[config.mk]
export PLATFORM = sky130hd
export DESIGN_NAME = rv_cycle_controller
export DESIGN_NICKNAME = d
export VERILOG_FILES = /design/src/rtl/rv_cycle_controller.sv
export SDC_FILE = /design/constraint.sdc
export NUM_CORES = 1
export LEC_CHECK = 0
export ABC_AREA = 1
export BUFFER_PORTS_ARGS = -buffer_cell sky130_fd_sc_hd__buf_2
export CAP_MARGIN = 20
export CORE_UTILIZATION = 35
export CTS_CLUSTER_SIZE = 12
export DETAILED_ROUTE_END_ITERATION = 7
export PLACE_DENSITY_LB_ADDON = 0.15
export SYNTH_ARGS = -nofsm -noshare
export SYNTH_HDL_FRONTEND = slang
export SYNTH_SLANG_ARGS = --single-unit
[constraint.sdc]
create_clock -name clk -period 2.4 [get_ports clk]
set_clock_uncertainty 0.2 [all_clocks]
set_input_delay 0.12 -clock clk [delete_from_list [all_inputs] [get_ports clk]]
set_output_delay 0.12 -clock clk [all_outputs]
set_load 0.02 [all_outputs]
[src/rtl/rv_cycle_controller.sv]
// rv_cycle_controller
//   Multi-cycle control FSM for a small RISC-V style datapath. It steps
//   IDLE -> FETCH -> DECODE -> EXEC -> (MEM) -> (WB) and issues the
//   datapath strobes for each step. It counts retired instructions and
//   flags illegal opcodes.
//
// Ports
//   clk           : clock; all state changes on the rising edge
//   rst           : synchronous active-high reset
//   start         : leave IDLE and begin fetching (ignored elsewhere)
//   opcode[6:0]   : instruction opcode from the IR, sampled in DECODE
//   mem_ack       : memory finished the current request this cycle
//   S[2:0]        : current state (registered)
//   NS[2:0]       : next state (combinational)
//   mem_req       : memory request (FETCH, MEM)
//   mem_we        : memory write (MEM for STORE only)
//   ir_we         : instruction register write
//   pc_we         : program counter write
//   rf_we         : register file write
//   pc_src_branch : PC source select = branch target
//   done          : controller halted
//   err           : illegal opcode seen (sticky until rst)
//   instr_count   : retired instructions, saturating

module rv_cycle_controller #(
  parameter int CNT_W = 16
) (
  input  logic             clk,
  input  logic             rst,
  input  logic             start,
  input  logic [6:0]       opcode,
  input  logic             mem_ack,
  output logic [2:0]       S,
  output logic [2:0]       NS,
  output logic             mem_req,
  output logic             mem_we,
  output logic             ir_we,
  output logic             pc_we,
  output logic             rf_we,
  output logic             pc_src_branch,
  output logic             done,
  output logic             err,
  output logic [CNT_W-1:0] instr_count
);

  typedef enum logic [2:0] {
    ST_IDLE   = 3'd0,
    ST_FETCH  = 3'd1,
    ST_DECODE = 3'd2,
    ST_EXEC   = 3'd3,
    ST_MEM    = 3'd4,
    ST_WB     = 3'd5,
    ST_HALT   = 3'd6,
    ST_BAD    = 3'd7
  } state_e;

  typedef enum logic [2:0] {
    CL_R       = 3'd0,
    CL_I       = 3'd1,
    CL_LOAD    = 3'd2,
    CL_STORE   = 3'd3,
    CL_BRANCH  = 3'd4,
    CL_SYSTEM  = 3'd5,
    CL_ILLEGAL = 3'd6
  } cls_e;

  // Map a raw opcode onto the instruction class the FSM steers by.
  function automatic cls_e decode_class(input logic [6:0] op);
    cls_e c;
    case (op)
      7'b0110011: c = CL_R;
      7'b0010011: c = CL_I;
      7'b0000011: c = CL_LOAD;
      7'b0100011: c = CL_STORE;
      7'b1100011: c = CL_BRANCH;
      7'b1110011: c = CL_SYSTEM;
      default:    c = CL_ILLEGAL;
    endcase
    return c;
  endfunction

  state_e           state_q, state_d;
  cls_e             cls_q, cls_d;
  logic             err_q, err_d;
  logic [CNT_W-1:0] cnt_q, cnt_d;
  logic             retire_s;

  // Next-state, strobe and bookkeeping logic.
  always_comb begin
    state_d       = state_q;
    cls_d         = cls_q;
    err_d         = err_q;
    retire_s      = 1'b0;
    mem_req       = 1'b0;
    mem_we        = 1'b0;
    ir_we         = 1'b0;
    pc_we         = 1'b0;
    rf_we         = 1'b0;
    pc_src_branch = 1'b0;
    done          = 1'b0;

    case (state_q)
      ST_IDLE: begin
        if (start) begin
          state_d = ST_FETCH;
        end else begin
          state_d = ST_IDLE;
        end
      end

      ST_FETCH: begin
        // mem_req stays up until the memory acknowledges.
        mem_req = 1'b1;
        if (mem_ack) begin
          ir_we   = 1'b1;
          state_d = ST_DECODE;
        end else begin
          state_d = ST_FETCH;
        end
      end

      ST_DECODE: begin
        // The class is captured here so later states do not depend on the
        // IR still holding the same opcode.
        cls_d = decode_class(opcode);
        case (cls_d)
          CL_R, CL_I, CL_LOAD, CL_STORE, CL_BRANCH: state_d = ST_EXEC;
          CL_SYSTEM:                                state_d = ST_HALT;
          default: begin
            state_d = ST_HALT;
            err_d   = 1'b1;
          end
        endcase
      end

      ST_EXEC: begin
        case (cls_q)
          CL_R, CL_I:        state_d = ST_WB;
          CL_LOAD, CL_STORE: state_d = ST_MEM;
          CL_BRANCH: begin
            pc_we         = 1'b1;
            pc_src_branch = 1'b1;
            retire_s      = 1'b1;
            state_d       = ST_FETCH;
          end
          default: begin
            // Only reachable through a corrupted class register.
            state_d = ST_HALT;
            err_d   = 1'b1;
          end
        endcase
      end

      ST_MEM: begin
        mem_req = 1'b1;
        mem_we  = (cls_q == CL_STORE);
        if (!mem_ack) begin
          state_d = ST_MEM;
        end else if (cls_q == CL_STORE) begin
          pc_we    = 1'b1;
          retire_s = 1'b1;
          state_d  = ST_FETCH;
        end else if (cls_q == CL_LOAD) begin
          state_d = ST_WB;
        end else begin
          state_d = ST_HALT;
          err_d   = 1'b1;
        end
      end

      ST_WB: begin
        rf_we    = 1'b1;
        pc_we    = 1'b1;
        retire_s = 1'b1;
        state_d  = ST_FETCH;
      end

      ST_HALT: begin
        done    = 1'b1;
        state_d = ST_HALT;
      end

      default: begin
        // Code 7 is never entered legitimately; park in HALT and flag it.
        state_d = ST_HALT;
        err_d   = 1'b1;
      end
    endcase

    // Retired-instruction counter saturates at all-ones.
    if (retire_s && (cnt_q != {CNT_W{1'b1}})) begin
      cnt_d = cnt_q + CNT_W'(1);
    end else begin
      cnt_d = cnt_q;
    end
  end

  // State, class, error and counter registers with synchronous reset.
  always_ff @(posedge clk) begin
    if (rst) begin
      state_q <= ST_IDLE;
      cls_q   <= CL_R;
      err_q   <= 1'b0;
      cnt_q   <= {CNT_W{1'b0}};
    end else begin
      state_q <= state_d;
      cls_q   <= cls_d;
      err_q   <= err_d;
      cnt_q   <= cnt_d;
    end
  end

  assign S           = state_q;
  assign NS          = state_d;
  assign err         = err_q;
  assign instr_count = cnt_q;

endmodule

==> out/qor.csv, run 1 <==
metric,value,unit
largest net degree at the start of global routing,20,
final global-route overflow total,0,
synth unique cells,29,
main combinational cell family by area after synthesis,simple AND/OR/NAND/NOR gates,
flop2flop setup slack,360,ps
syn_area_per_cell,6.19,um^2
sequential area share after synthesis,0.302,
die width,68.0,um
# DRC,0,
final hold viol count,0,
Die Y,68.0,um
worst setup path class,flip-flop to flip-flop,
relative slew slack,0.717,
met3 wire length,225,um
Yosys warnings,0,
Worst Path Required,2400,ps
RSZ-0062 raised after global routing,no,
Post-Synth XOR/XNOR Area,0.0230,
Synth Net Count,258,
post-DP HPWL,3080,um
initial antenna violation count,0,
Placed Cells,334,
# fillers,449,
Post-Route M1 WL,2040,um
register area,460,um^2
clk slew on worst S/H paths,80,ps
met2 wire len,1710,um
total CTS buffers,3,
CP endpoint kind,flip-flop,
fin. max-slew vios,0,
Buffers on Ports,40,
Mapped Area,0.00152,mm^2
"Setup violations, final",0,
nets,304,
clk sinks,23,
leakage power,0.000819,uW
initial core utilization,0.373,
Tmin final,2040,ps
Placement Cell Area,0.00177,mm^2
mux contribution to synthesized area,0,
Setup TNS,0,ps
Max Cap Viol,0,
pwr/cell area,504,mW/mm^2
vias per cell,4.85,
top layer in use,met4,
layout cells sized above 1,0.206,
Finished Layout Cells,341,
CTS tree,yes,
synthesized netlist cell count,246,
CP arrival,2040,ps
synthesized flop and latch total,23,
Max VDD drop,0.000347,V
RD Place Congestion,0.893,
vias,1654,
multi-input combinational cell area,935,um^2
Global Route Usage Sum,0.184,
Initial DRT Pass Iterations,4,
final antenna-violating net count,0,
Post-Synth Simple-Gate Area,0.456,
first-pass GRT wire length,6430,um
Synth Area in Compound Gates,0.127,
clk buf depth,2,
"critical path fanouts, max",6,
postcts setup bufs,0,
FP Rows,23,
status,"finished, final reports clean",
Hold WC Path Type,input port to flip-flop,
antenna cells,0,
WHS,15.6,ps
Detailed Route WL,3990,um
"commonest non-fill, non-tap cell in the layout",nand2_1,
Worst Tran Pin Value,424,ps
htree depth,1,
I/O pin total,41,
initial drt markers,82,
fmax,490,MHz
root buffer cell,clkbuf_8,
area delta synth->final,21.5,%
Worst-Skew Late Latency,270,ps
Critical Path Source Type,flip-flop,
final instance area,0.00185,mm^2
routed len/inst,11.7,um
Tcrit/Tclk final,0.850,
Core Box Area,0.00409,mm^2
vias in the first global route,1437,
adder-cell area share of the yosys netlist,0.00822,
"commonest cells after routing, fill and taps aside","77 x nand2_1, 40 x buf_2, 31 x nor2_1",
die area,0.00462,mm^2
==> cell usage after synthesis <==
cell type	number	area share
xnor2_1	2	0.012
xor2_1	2	0.012
a221oi_1	1	0.0058
nand3_1	21	0.069
nor2_4	3	0.022
nand3b_1	2	0.0099
a21oi_2	1	0.0058
inv_2	3	0.0074
nand4_4	1	0.014
o21bai_1	1	0.0049
ha_1	1	0.0082
a21oi_1	17	0.056
nand2_2	1	0.0041
dfxtp_1	23	0.30
nand2_4	2	0.015
buf_6	1	0.0074
clkbuf_1	1	0.0025
o2111ai_1	1	0.0058
nand2_1	77	0.19
nand4_1	6	0.025
buf_1	1	0.0025
nand3_2	2	0.013
inv_1	26	0.064
nor2_1	31	0.076
o211ai_1	1	0.0049
a31oi_1	1	0.0041
o21ai_0	12	0.039
nor2_2	2	0.0082
nor3_1	3	0.0099
==> metal layers <==
layer / track usage / up-vias
li1: - / 888
met1: 0.255 / 727
met2: 0.284 / 37
met3: 0.0483 / 2
met4: 0.0313 / 0
met5: 0 / -
==> cells by family after synthesis <==
family,after synthesis
AND/OR/NAND/NOR,151
AO/OA/AOI/OAI,35
buffers and inverters,32
flip-flops,23
XOR/XNOR,4
adder cells (fa/ha/maj),1
==> area by class of cell <==
cell class | instances | area share
Clock buffer | 3 | 0.0223
Clock inverter | 1 | 0.00270
Inverter | 29 | 0.0588
Multi-Input combinational cell | 191 | 0.505
Sequential cell | 23 | 0.249
Tap cell | 50 | 0.0338
Timing Repair Buffer | 44 | 0.128
==> metrics by stage <==
stage / power (uW) / setup slack (ps) / utilization
detailed placement: 694 / 487 / 0.434
floorplan: 614 / 507 / -
global route: 985 / 234 / 0.453
CTS: 944 / 373 / 0.453
finish: 933 / 359 / 0.453
global placement: 696 / 550 / 0.434
==> path summary, 6_finish.rpt <==
kind                           endpoint             start  depth (start not counted)
setup / recovery  cls_q[0]$_SDFFE_PP0P_   S[2]$_SDFF_PP0_                          6
hold / removal    cls_q[1]$_SDFFE_PP0P_         opcode[4]                          4
setup reg to reg  cls_q[0]$_SDFFE_PP0P_   S[2]$_SDFF_PP0_                          6
hold reg to reg        err$_SDFFE_PP0P_  err$_SDFFE_PP0P_                          2
==> worst max-delay path, stage by stage, from the launching register on <==
cell	delay (ps)
dfxtp_1	380
inv_2	140
nand3_1	190
nor2_1	260
o211ai_1	120
dlygate4sd3_1	570
a21oi_1	120
==> state kept, by name, summed over array words and instances (netlist names) <==
register,flops
err,1
instr_count,16
cls_q,3
S,3
==> report_power, final <==
group,total [uW],internal (uW),switching (uW)
registers,432,403,28.5
logic,257,84.0,173
clock network,244,116,128
total,933,603,329
==> what timing repair did <==
action	CTS	global route
hold endpoints to repair	2	0
hold buffers	3	0
resized for setup	0	0
No activity file was read; power rests on OpenSTA's default activity.
==> run 2: changes to the inputs <==
Settings changed: CAP_MARGIN 20 to 0, GPL_TIMING_DRIVEN from default to 0, REMOVE_ABC_BUFFERS from default to 1.
==> out/qor.csv, run 2 (synthesis gave the netlist of run 1 again) <==
metric,value,unit,change
status,"finished, final reports clean",,unchanged
Pwr Total,937,uW,was 933 uW
WHS,9.00,ps,was 15.6 ps
Worst Path Required,2350,ps,was 2400 ps
CP arrival,1870,ps,was 2040 ps
antenna cells,0,,unchanged
"commonest non-fill, non-tap cell in the layout",nand2_1,,unchanged
# fillers,444,,was 449
Detailed Route WL,3800,um,was 3990 um
nets,302,,was 304
R2R depth,8,,was 6
initial drt markers,84,,was 82
die area,0.00462,mm^2,unchanged
clk sinks,23,,unchanged
"commonest cells after routing, fill and taps aside","77 x nand2_1, 40 x buf_2, 31 x nor2_1",,unchanged
relative slew slack,0.689,,was 0.717
Initial DRT Pass Iterations,4,,unchanged
Die Y,68.0,um,unchanged
Worst-Skew Late Latency,270,ps,about the same
CTS resizes,0,,unchanged
routed len/inst,11.2,um,was 11.7 um
post-DP HPWL,2870,um,was 3080 um
Max Cap Viol,0,,unchanged
pwr/cell area,511,mW/mm^2,was 504 mW/mm^2
vias,1638,,"was 1,654"
largest net degree at the start of global routing,20,,unchanged
hold_sp,opcode[4],,unchanged
max reg flops,16,,unchanged
RSZ-0062 raised after global routing,no,,unchanged
final global-route overflow total,0,,unchanged
initial core utilization,0.373,,unchanged
CP endpoint kind,flip-flop,,unchanged
Core Box Area,0.00409,mm^2,unchanged
final antenna-violating net count,0,,unchanged
fmax,521,MHz,was 490 MHz
Hold WC Path Type,input port to flip-flop,,unchanged
first-pass GRT wire length,5880,um,was 6430 um
layout cells sized above 1,0.204,,was 0.206
I/O pin total,41,,unchanged
final hold viol count,0,,unchanged
"Setup violations, final",0,,unchanged
Hold Crit Endpoint,cls_q[0]$_SDFFE_PP0P_,,was cls_q[1]$_SDFFE_PP0P_
postcts setup bufs,0,,unchanged
# DRC,0,,unchanged
"critical path fanouts, max",9,,was 6
cell count of the worst hold path,4,,unchanged
Max VDD drop,0.000287,V,was 0.000347 V
Tcrit/Tclk final,0.800,,was 0.850
Setup TNS,0,ps,unchanged
Worst Tran Pin Value,467,ps,was 424 ps
total CTS buffers,3,,unchanged
area delta synth->final,20.4,%,was 21.5%
CTS tree,yes,,unchanged
htree depth,1,,unchanged
Buffers on Ports,40,,unchanged
root buffer cell,clkbuf_8,,unchanged
FP Rows,23,,unchanged
initial antenna violation count,0,,unchanged
leakage power,0.000812,uW,was 0.000819 uW
Tmin final,1920,ps,was 2040 ps
Global Route Usage Sum,0.170,,was 0.184
clk slew on worst S/H paths,90,ps,was 80 ps
RR Startpoint,instr_count[0]$_SDFFE_PP0P_,,was S[2]$_SDFF_PP0_
clk buf depth,2,,unchanged
worst setup path class,flip-flop to flip-flop,,unchanged
reg2reg end,instr_count[9]$_SDFFE_PP0P_,,was cls_q[0]$_SDFFE_PP0P_
vias per cell,4.83,,was 4.85
Critical Path Source Type,flip-flop,,unchanged
RD Place Congestion,0.913,,was 0.893
die width,68.0,um,unchanged
vias in the first global route,1334,,"was 1,437"
flop2flop setup slack,480,ps,was 360 ps
fin. max-slew vios,0,,unchanged
==> run 2: changes by cell type in the layout (fill, tap and decap cells not counted), sizes merged <==
cell / before / now
buf: 41 / 40
dlygate4sd3: 3 / 2
==> run 2: critical path, cell delays in order, from the launching register on <==
cell and delay, ps:
dfxtp_1 410, ha_1 280, inv_1 60, nor2_1 310, nand2_1 120, nor2_1 150, a21oi_2 110, nand2_1 100
a21oi_1 60
==> run 2: cell type report <==
cell class / instances / area (um^2) / share of cell area
clock buffer: 3 / 41.3 / 0.0225
clock inverter: 1 / 5.00 / 0.00273
inverter: 29 / 109 / 0.0594
multi-input combinational: 191 / 935 / 0.510
sequential: 23 / 460 / 0.251
tap: 50 / 62.6 / 0.0341
timing repair buffer: 42 / 220 / 0.120
==> run 2: worst max-delay path by stage <==
stage / startpoint / endpoint / slack, ps / cells after the start
floorplan: instr_count[1]$_SDFFE_PP0P_ / instr_count[10]$_SDFFE_PP0P_ / 580 / 7
global placement: instr_count[0]$_SDFFE_PP0P_ / instr_count[13]$_SDFFE_PP0P_ / 480 / 7
detailed placement: instr_count[0]$_SDFFE_PP0P_ / instr_count[14]$_SDFFE_PP0P_ / 480 / 8
CTS: instr_count[0]$_SDFFE_PP0P_ / instr_count[13]$_SDFFE_PP0P_ / 450 / 7
global route: instr_count[0]$_SDFFE_PP0P_ / instr_count[8]$_SDFFE_PP0P_ / 290 / 7
finish: instr_count[0]$_SDFFE_PP0P_ / instr_count[9]$_SDFFE_PP0P_ / 480 / 8
==> run 2: timing repair <==
item	CTS	global route
endpoints found under the hold margin	2	0
hold buffers	2	0
endpoints found under the setup margin	0	0
==> run 2: where the power goes <==
part           leakage, uW  switching [uW]  internal, uW
combinational     0.000600             170          83.9
sequential        0.000186            27.9           403
clock            0.0000255             136           116
==> run 2: metrics by stage <==
stage                      util  setup WS, ps  cells  area [um^2]
after global placement    0.432           480    333         1770
after CTS                 0.449           450    339         1830
after detailed placement  0.432           481    333         1770
after global routing      0.449           293    339         1830
after floorplan               -           579    243         1500
final                     0.449           480    339         1830
==> run 2: per-layer routing <==
metal	GRT usage	wire (um)
met5	0	0
met4	0.0313	28
met3	0.0400	153
met2	0.260	1640
met1	0.240	1970
==> run 3: changes to the inputs <==
Clock period 2.4 ns to 1.8 ns, I/O delays scaled along.
==> out/qor.csv, run 3 (synthesis gave the netlist of run 1 again) <==
metric,value,unit,change
status,"finished, final reports clean",,unchanged
"commonest non-fill, non-tap cell in the layout",nand2_1,,unchanged
I/O pin total,41,,unchanged
Worst Tran Pin Value,380,ps,was 467 ps
"Cell Chain, Critical Path","inv_4, nand2_4, nor2_1, inv_1, nor2_2, nor3_2, nand3_1, buf_6",,"was ha_1, inv_1, nor2_1, nand2_1, nor2_1, a21oi_2, nand2_1, a21oi_1"
Buffers on Ports,40,,unchanged
area delta synth->final,32.8,%,was 20.4%
Setup TNS,0,ps,unchanged
Sw Pwr,475,uW,was 334 uW
root buffer cell,clkbuf_8,,unchanged
Tcrit/Tclk final,0.954,,
CP endpoint kind,output port,,was flip-flop
initial antenna violation count,0,,unchanged
Worst Path Buf+Inv,3,,was 1
relative slew slack,0.747,,was 0.689
max reg flops,16,,unchanged
Placement Cell Area,0.00177,mm^2,unchanged
CP arrival,1430,ps,was 1870 ps
final antenna-violating net count,0,,unchanged
fin. max-slew vios,0,,unchanged
Crit path largest cell delay,400,ps,was 410 ps
die area,0.00462,mm^2,unchanged
Internal,855,uW,was 604 uW
RD Place Congestion,0.913,,unchanged
total CTS buffers,3,,unchanged
combinational share of power,0.309,,was 0.271
Hold WC Path Type,input port to flip-flop,,unchanged
initial core utilization,0.373,,unchanged
layout cells sized above 1,0.286,,was 0.204
Sequential Power Share,0.439,,was 0.460
RSZ-0062 raised after global routing,yes,,was no
"Setup violations, final",0,,unchanged
Setup WS post-layout,82.2,ps,was 480 ps
Max VDD drop,0.000382,V,was 0.000287 V
pwr/cell area,658,mW/mm^2,was 511 mW/mm^2
Detailed Route WL,4160,um,was 3800 um
largest delay contributor family on the critical path,simple AND/OR/NAND/NOR gates,,unchanged
antenna cells,0,,unchanged
routed len/inst,12.0,um,was 11.2 um
largest net degree at the start of global routing,20,,unchanged
clk sinks,23,,unchanged
die width,68.0,um,unchanged
post-DP HPWL,2870,um,unchanged
clk buf depth,2,,unchanged
vias,1697,,"was 1,638"
WHS,19.9,ps,was 9.00 ps
vias in the first global route,1416,,"was 1,334"
Global Route Usage Sum,0.180,,was 0.170
Worst Path Required,1510,ps,was 2350 ps
# DRC,0,,unchanged
"commonest cells after routing, fill and taps aside","75 x nand2_1, 37 x buf_2, 26 x inv_1",,"was 77 x nand2_1, 40 x buf_2, 31 x nor2_1"
clock network power share,0.252,,was 0.269
Setup WS pre-CTS,-119,ps,was 481 ps
first-pass GRT wire length,6240,um,was 5880 um
Critical Path Source Type,flip-flop,,unchanged
"critical path fanouts, max",4,,was 9
Tmin final,1720,ps,
worst setup path class,flip-flop to output port,,was flip-flop to flip-flop
leakage power,0.000867,uW,was 0.000812 uW
FP Rows,23,,unchanged
final instance area,0.00202,mm^2,was 0.00183 mm^2
final global-route overflow total,0,,unchanged
Max Cap Viol,0,,unchanged
Die Y,68.0,um,unchanged
initial drt markers,117,,was 84
Initial DRT Pass Iterations,4,,unchanged
critical path's slowest cell,dfxtp_4,,was dfxtp_1
CTS tree,yes,,unchanged
Core Box Area,0.00409,mm^2,unchanged
htree depth,1,,unchanged
vias per cell,4.89,,was 4.83
fmax,582,MHz,
clk slew on worst S/H paths,90,ps,about the same
nets,310,,was 302
final hold viol count,0,,unchanged
Sw Ratio,0.357,,was 0.356
flop2flop setup slack,130,ps,was 480 ps
Worst-Skew Late Latency,270,ps,about the same
[run 3: final cells by class]
type	instances	area (um^2)
clock inverters	1	5.00
flip-flops and latches	23	473
repair buffers	48	292
multi-input cells	193	1040
clock buffers	3	41.3
well taps	50	62.6
inverters	29	111
fillers	423	2060
[run 3: worst reg2reg max path: cells and delay by family, from the launching register on]
family                   cells  cell delay [ps]
AND/OR/NAND/NOR              5              770
adder cells (fa/ha/maj)      1              170
flip-flops                   1              390
AO/OA/AOI/OAI                1               90
[run 3: repair_timing]
action / CTS / global route
hold buffers: 3 / 0
cloned: 2 / 0
buffers inserted: 2 / 3
endpoints found under the setup margin: 18 / 20
pin swaps: 2 / 4
resized for setup: 10 / 23
endpoints found under the hold margin: 3 / 0
[run 3: path summary, 6_finish.rpt]
kind	to	startpoint	depth (start not counted)
worst max-delay path	NS[1]	S[1]$_SDFF_PP0_	8
worst min-delay path	instr_count[14]$_SDFFE_PP0P_	rst	2
worst max register to register	instr_count[0]$_SDFFE_PP0P_	instr_count[1]$_SDFFE_PP0P_	7
worst min register to register	err$_SDFFE_PP0P_	err$_SDFFE_PP0P_	2
[run 3: layer usage]
metal / part of all wire / global-route usage
met1: 0.49 / 0.248
met2: 0.46 / 0.286
met3: 0.038 / 0.0400
met4: 0.0051 / 0.0313
met5: 0 / 0
[run 3: power by group through the flow]
stage | registers (uW) | logic, uW | clock network (uW)
3_3_place_gp | 588 | 340 | 0
4_1_cts | 581 | 351 | 351
6_report | 584 | 411 | 335
5_1_grt | 591 | 445 | 367
2_1_floorplan | 608 | 202 | 0
3_5_place_dp | 586 | 337 | 0
[run 3: through the flow]
stage                     utilization  power, uW  instances
after floorplan                     -        810        243
after global placement          0.432        927        333
after detailed placement        0.432        923        333
after CTS                       0.470       1280        344
after global routing            0.495       1400        347
final                           0.495       1330        347
